[src/rtl/bcd_mod_counter.sv]
// bcd_mod_counter: modulo-MODULUS counter held as DIGITS packed BCD digits.
// Counts up or down, loads a validated BCD value, and emits registered
// one-cycle wrap and load-reject pulses. Use wrap as the next stage's en to
// cascade counters.
//
// Ports:
//   clk   rising-edge clock
//   _rst  asynchronous active-low reset
//   en    count enable, one step per clock
//   up    direction, 1 = increment, 0 = decrement
//   load  synchronous load strobe; takes priority over en
//   din   BCD load value, din[3:0] is the units digit
//   Q     current count in BCD
//   wrap  one-cycle pulse after a rollover edge
//   err   one-cycle pulse after a rejected load
module bcd_mod_counter #(
    parameter int unsigned DIGITS  = 2,
    parameter int unsigned MODULUS = 60
) (
    input  logic                  clk,
    input  logic                  _rst,
    input  logic                  en,
    input  logic                  up,
    input  logic                  load,
    input  logic [4*DIGITS-1:0]   din,
    output logic [4*DIGITS-1:0]   Q,
    output logic                  wrap,
    output logic                  err
);

    localparam int unsigned W = 4 * DIGITS;

    // Binary to packed BCD.
    function automatic logic [W-1:0] to_bcd(input int unsigned v);
        logic [W-1:0] r;
        int unsigned  t;
        r = '0;
        t = v;
        for (int i = 0; i < int'(DIGITS); i++) begin
            r[4*i +: 4] = 4'(t % 10);
            t           = t / 10;
        end
        return r;
    endfunction

    // Decimal value of a packed BCD word.
    function automatic int unsigned bcd_value(input logic [W-1:0] b);
        int unsigned acc;
        acc = 0;
        for (int i = int'(DIGITS) - 1; i >= 0; i--) begin
            acc = acc * 10 + 32'(b[4*i +: 4]);
        end
        return acc;
    endfunction

    // True when every nibble is a decimal digit.
    function automatic logic bcd_valid(input logic [W-1:0] b);
        logic ok;
        ok = 1'b1;
        for (int i = 0; i < int'(DIGITS); i++) begin
            if (b[4*i +: 4] > 4'd9) begin
                ok = 1'b0;
            end
        end
        return ok;
    endfunction

    // Digit-wise increment; a 9 rolls to 0 and carries upward.
    function automatic logic [W-1:0] bcd_inc(input logic [W-1:0] b);
        logic [W-1:0] r;
        logic         carry;
        r     = b;
        carry = 1'b1;
        for (int i = 0; i < int'(DIGITS); i++) begin
            if (carry) begin
                if (b[4*i +: 4] == 4'd9) begin
                    r[4*i +: 4] = 4'd0;
                end else begin
                    r[4*i +: 4] = b[4*i +: 4] + 4'd1;
                    carry       = 1'b0;
                end
            end
        end
        return r;
    endfunction

    // Digit-wise decrement; a 0 rolls to 9 and borrows upward.
    function automatic logic [W-1:0] bcd_dec(input logic [W-1:0] b);
        logic [W-1:0] r;
        logic         borrow;
        r      = b;
        borrow = 1'b1;
        for (int i = 0; i < int'(DIGITS); i++) begin
            if (borrow) begin
                if (b[4*i +: 4] == 4'd0) begin
                    r[4*i +: 4] = 4'd9;
                end else begin
                    r[4*i +: 4] = b[4*i +: 4] - 4'd1;
                    borrow      = 1'b0;
                end
            end
        end
        return r;
    endfunction

    // Terminal count in BCD; since Q is always valid BCD, an equality test
    // against this word is the same as comparing decimal values.
    localparam logic [W-1:0] MAX_BCD = to_bcd(MODULUS - 1);

    logic [W-1:0] q_r;
    logic [W-1:0] q_nxt;
    logic         wrap_r;
    logic         wrap_nxt;
    logic         err_r;
    logic         err_nxt;
    logic         din_ok;

    // Load value must be all-decimal and below the modulus.
    always_comb begin
        din_ok = bcd_valid(din) && (bcd_value(din) < MODULUS);
    end

    // Next-state: load > count > hold; pulses default low.
    always_comb begin
        q_nxt    = q_r;
        wrap_nxt = 1'b0;
        err_nxt  = 1'b0;
        if (load) begin
            if (din_ok) begin
                q_nxt = din;
            end else begin
                err_nxt = 1'b1;
            end
        end else if (en) begin
            if (up) begin
                if (q_r == MAX_BCD) begin
                    q_nxt    = '0;
                    wrap_nxt = 1'b1;
                end else begin
                    q_nxt = bcd_inc(q_r);
                end
            end else begin
                if (q_r == '0) begin
                    q_nxt    = MAX_BCD;
                    wrap_nxt = 1'b1;
                end else begin
                    q_nxt = bcd_dec(q_r);
                end
            end
        end
    end

    // State and output registers.
    always_ff @(posedge clk or negedge _rst) begin
        if (!_rst) begin
            q_r    <= '0;
            wrap_r <= 1'b0;
            err_r  <= 1'b0;
        end else begin
            q_r    <= q_nxt;
            wrap_r <= wrap_nxt;
            err_r  <= err_nxt;
        end
    end

    assign Q    = q_r;
    assign wrap = wrap_r;
    assign err  = err_r;

endmodule

[config.mk]
export PLATFORM = sky130hd
export DESIGN_NAME = bcd_mod_counter
export DESIGN_NICKNAME = d
export VERILOG_FILES = /design/src/rtl/bcd_mod_counter.sv
export SDC_FILE = /design/constraint.sdc
export NUM_CORES = 1
export LEC_CHECK = 0
export ABC_AREA = 1
export ABC_CLOCK_PERIOD_IN_PS = 1600
export CORE_UTILIZATION = 53
export CTS_BUF_LIST = sky130_fd_sc_hd__clkbuf_8
export DETAILED_ROUTE_END_ITERATION = 16
export GPL_TIMING_DRIVEN = 0
export HOLD_SLACK_MARGIN = 0.02
export PLACE_DENSITY_LB_ADDON = 0.15
export SYNTH_ARGS = -nofsm -noshare
export SYNTH_HDL_FRONTEND = slang
export SYNTH_SLANG_ARGS = --single-unit
export TNS_END_PERCENT = 1
[constraint.sdc]
create_clock -name clk -period 1.6 [get_ports clk]
set_input_delay 0.32 -clock clk [delete_from_list [all_inputs] [get_ports clk]]
set_output_delay 0.32 -clock clk [all_outputs]
set_load 0.01 [all_outputs]
---- Word level (Yosys, flattened, before mapping) ----
Cells that the tools add are included.
Widths: inputs -> output; s select.
storage, ports and cells
  bits in registers ....................... 10
  input bits .............................. 13
  output and inout port bits .............. 10
cells by class
  $add $sub $neg .......................... 5
  multiply operators ...................... 1
  $lt $le $gt $ge ......................... 3
  equal/unequal tests ..................... 5
  multiplexer cells ....................... 31
  reduce and logical (&&, ||, !) cells .... 8
operator list
  kind                 count
  $mux 8               6
  $mux 4               6
  $mux 1               19
  $add 8x4->9          1
  $lt 9x6->1 const B   1
  $add 4x1->4 const B  2
  $eq 4x4->1 const B   2
  $eq 8x7->1 const B   1
  $gt 4x4->1 const B   2
  $logic_not 4->1      2
  $logic_not 8->1      1
  $sub 4x1->4 const B  2
  $mul 4x3->7 const B  1
  $ne 4x1->1 const B   1
  $reduce_and 4->1     1
  $reduce_bool 4->1    1
  $ne 2x1->1 const B   1
  $reduce_and 2->1     1
  $reduce_bool 2->1    1
  $logic_and 1x1->1    1

---- Longest topological paths before layout ----
  depth after elaboration ................. 11
  depth in mapped cells ................... 14

---- Least setup slack after synthesis ----
OpenSTA, ideal clock, no wires.
  path kind ............................... input to register
  from .................................... input din[5]
  to ...................................... register q_r[7], in the netlist Q[7]
  data arrival time ....................... 1.996 ns
  data required time ...................... 1.483 ns
  path slack .............................. -0.513 ns
  stages .................................. 14
  buffers on the path ..................... 0
  cells stage by stage .................... ha_1 > ha_1 > fa_1 > nand2_1 > clkinv_1 > nand2_1 > nand2_1 > nor2_1 > nand2_1 > nand3_2 > nand2_4 > nand3_4 > nand2_1 > nand2_1
on the way
  cells in the longest elaborated chain, start to end .. 6
  elaborated cells on any way between the ends .. 8
  classes of those cells .................. add/sub (1); mul (1); order compare (2); eq/ne (1); mux (1); reduce/logical (2)
RTL lines
  what                            RTL line  source
  start, declared                 25        input logic [4*DIGITS-1:0] din,
  $mul 4x3->7                     51        acc = acc * 10 + 32'(b[4*i +: 4]);
  $add 8x4->9                     51
  $lt 9x6->1                      120       din_ok = bcd_valid(din) && (bcd_value(din) < MODULUS);
  $logic_and 1x1->1 (*)           120
  $ne 2x1->1 (no line) (*)        -
  $reduce_and 4->1 (no line) (*)  -
  end signal, assigned            160       q_r <= q_nxt;
  end, declared                   110       logic [W-1:0] q_r;
Mark *: on every way between the ends. The rest lies on a longest branch, timed or not.
A chain may end at the register's enable or synchronous reset.

---- Worst setup path after layout ----
  from .................................... input din[5]
  to ...................................... register q_r[6], in the netlist Q[6]
The elaborated chain is that of the path after synthesis.

==> results by group <==
STA
  – # setup viols final: 10
  – Worst relative slew slack: 69.09%
  – Tmin final: 2.071 ns
  – Max-slew violation count: 0
  – Worst setup margin: -0.4709 ns
  – FMAX: ~0.48 GHz
  – Worst Skew: 0.0007606 ns
  – Worst Max-Slew Pin Slew: 0.4622 ns
  – Final cycle utilization of the critical path: 129.4%
  – Hold WS: about 0.40 ns
  – RSZ-0062 raised after global routing: yes
  – Final Hold Viols: 0

Layout
  – Layout cells sized above 1: 21.39%
  – Area Growth Syn to Fin: 30.71%
  – # diodes: 0
  – Final #Nets: 227

Worst hold path
  – HP Class: in2async

Global route
  – First-pass GRT wire length: 5126 um
  – Initial antenna violation count: 0
  – Largest net degree at the start of global routing: 12
  – Tot GR Track Use: 27.72%
  – Number of global-route vias before repair: roughly 1.2k
  – Gr ovfl total: 0

Pwr
  – VDD IR max: 864.8 uV
  – Switch Pwr: 0.7066 mW
  – Switch share: 44.24%
  – Pint: 0.8907 mW
  – Sequential power share: around 28%
  – LEAKAGE: 0.7476 nW
  – Pwr dens: 1038 nW/um^2
  – Gate power share: a little over half
  – Clock share of power: 16.8%
  – Overall Power: 1.597 mW

Setup path
  – Slowest cell delay on critical path: around 0.50 ns
  – Worst Setup End Kind: flop
  – Crit path max fanout: 5
  – Ordered cell list for the critical path: buf_8 > ha_4 > ha_4 > fa_1 > nand2_2 > clkinv_2 > nand2_2 > nor2_2 > nor2_2 > nand3_2 > nand2_4 > nand3_4 > nand2_1 > nand2_1
  – Kind of critical path: in2reg
  – Arr. time, crit path: approximately 2.2 ns
  – Worst R2R End: Q[6]$_DFFE_PN0P_
  – R2R depth: 9
  – R2R Setup Slk: -0.11 ns
  – Slowest stage cell, crit path: fa_1
  – R2r startpoint: Q[0]$_DFFE_PN0P_
  – CP required: approximately 1.7 ns
  – Startpoint Class: input port

Placed design
  – I/O Buffers: 22
  – RePlAce Congestion: 0.8984
  – Worst Setup Slack post-DPL: -1.319 ns
  – Hpwl dp: 2226 um

Flow run
  – Max-cap violations: 0

Logic synthesis
  – Ys Warns: 0
  – Synth Register Bits: 10
  – EDFF count, synth: 0
  – Synth area leaders: dfrtp_1, nand2_1, ha_1
  – Synth Instances: roughly 170
  – Post-synth top cells: nand2_1, nand3_1, inv_1, nor2_1, dfrtp_1
  – Synthesized netlist net count: 197
  – Synth area leader: dfrtp_1
  – Top FF cell, synth: dfrtp_1
  – Synth Cell Area: 1177 sq um
  – Syn Area/Cell: 6.806 sq um
  – Most frequent cell after synthesis: nand2_1
  – Top cell type's share of synthesized area: 21.25%
  – Asr flop ratio synth: 100.0%
  – Sequential area share after synthesis: 21.25%
  – Unique masters post-synth: 28

Route
  – Post-route DRC: 0
  – Post-route ant nets: 0
  – Routed via count divided by cell count: between 5 and 6
  – Via Count: between 1k and 1.5k
  – DRT iter0 DRCs: 41
  – Drt first pass iters: 4
  – Avg WL per Cell: approximately 13 um
  – Post-Route WL: between 2000 and 3000 um

Clock network
  – Clock tree buffer depth: 2
  – Clock Pin Slew Worst Setup and Hold Paths: around 0.050 ns
  – Cts bufs inserted: 3
  – CTS tree: done
  – Root buf cell: clkbuf_8
  – H-tree depth: 1
  – Worst-Skew Late Latency: 0.24 ns
  – CTS sink count: 10
  – Post-CTS Hold Buffers: 0

Die
  – Chip height: between 40 and 50 um
  – Starting Density: 58.23%
  – Core ar.: slightly above 2000 sq um
  – Rows: 16
  – Boundary Pins: 23
  – Die width: between 40 and 50 um
  – Die ar.: 2414 sq um

Outcome
  – Outcome: finished, violations left
  – Failing checks: negative setup slack
[placed cells by master (no fill, tap or decap), types with 3 or more instances in the layout]
| cell type | instances |
|---|---|
| nor2_2 | 3 |
| dfrtp_2 | 4 |
| inv_1 | 14 |
| nand2_2 | 6 |
| nand2_1 | 47 |
| xor2_1 | 3 |
| dfrtp_1 | 6 |
| nor2_1 | 16 |
| nand3_1 | 22 |
| ha_4 | 3 |
| inv_2 | 7 |
| nand4_1 | 7 |
| clkdlybuf4s50_1 | 16 |
| o21ai_0 | 9 |
| ha_1 | 6 |
| clkbuf_8 | 4 |
[per-layer routing]
metal / vias up / track usage [%] / wire [um]
li1: 635 / - / -
met1: 566 / 35.02 / 1352
met5: - / 0 / 0
met4: 0 / 9.804 / 34
met2: 43 / 47.72 / 1431
met3: 4 / 3.738 / 128
[power by group through the flow]
stage,sequential (mW),combinational (mW),clock [mW]
3_5_place_dp,0.446,0.843,0
6_report,0.452,0.877,0.268
4_1_cts,0.447,0.865,0.269
5_1_grt,0.465,0.977,0.282
2_1_floorplan,0.454,0.520,0
3_3_place_gp,0.443,0.818,0
[flip-flops by register name (all words and copies together), names as in the netlist]
signal,cells
wrap,1
err,1
Q,8
[through the flow]
step	cell area, sq um	cells	utilization, %	TNS [ns]
floorplan	1206	173	-	-3.780
global placement	1460	222	72.22	-10.65
detailed placement	1460	222	72.22	-11.25
CTS	1534	228	75.87	-3.987
global route	1539	228	76.11	-4.786
finish	1539	228	76.11	-3.771
[worst max-delay path by stage]
stage                       endpoint    from  slack (ns)
CTS                 Q[6]$_DFFE_PN0P_  din[5]       -0.49
finish              Q[6]$_DFFE_PN0P_  din[5]       -0.47
global route        Q[7]$_DFFE_PN0P_  din[5]       -0.58
global placement    Q[4]$_DFFE_PN0P_  din[7]       -1.22
floorplan           Q[7]$_DFFE_PN0P_  din[7]       -0.47
detailed placement  Q[6]$_DFFE_PN0P_  din[5]       -1.32
[cell type report]
class	count	area, sq um
Clock buffer	3	41.29
Buffer	1	13.76
Inverter	22	83.83
Sequential cell	10	255.2
Tap cell	27	33.78
Fill cell	154	483.0
Timing Repair Buffer	24	229.0
Multi-Input combinational cell	141	882.1
[cell families after synthesis]
family / synth area share [%]
compound gates: 7.864
buf+inv: 8.183
simple gates: 45.38
xor+xnor: 4.358
fa+ha+maj: 12.97
flops: 21.25
[repair_timing]
item,CTS,global route
buffers inserted,2,0
pin swaps,10,3
setup endpoints to repair,13,13
gates resized for setup,32,3
endpoints found under the hold margin,0,0
gates cloned,1,0
[worst max-delay path: cells and delay by family]
family / cells / cell delay, ns
fa+ha+maj: 3 / 0.89
simple gates: 9 / 0.81
buf+inv: 2 / 0.16
(Power assumes the default switching activity.)
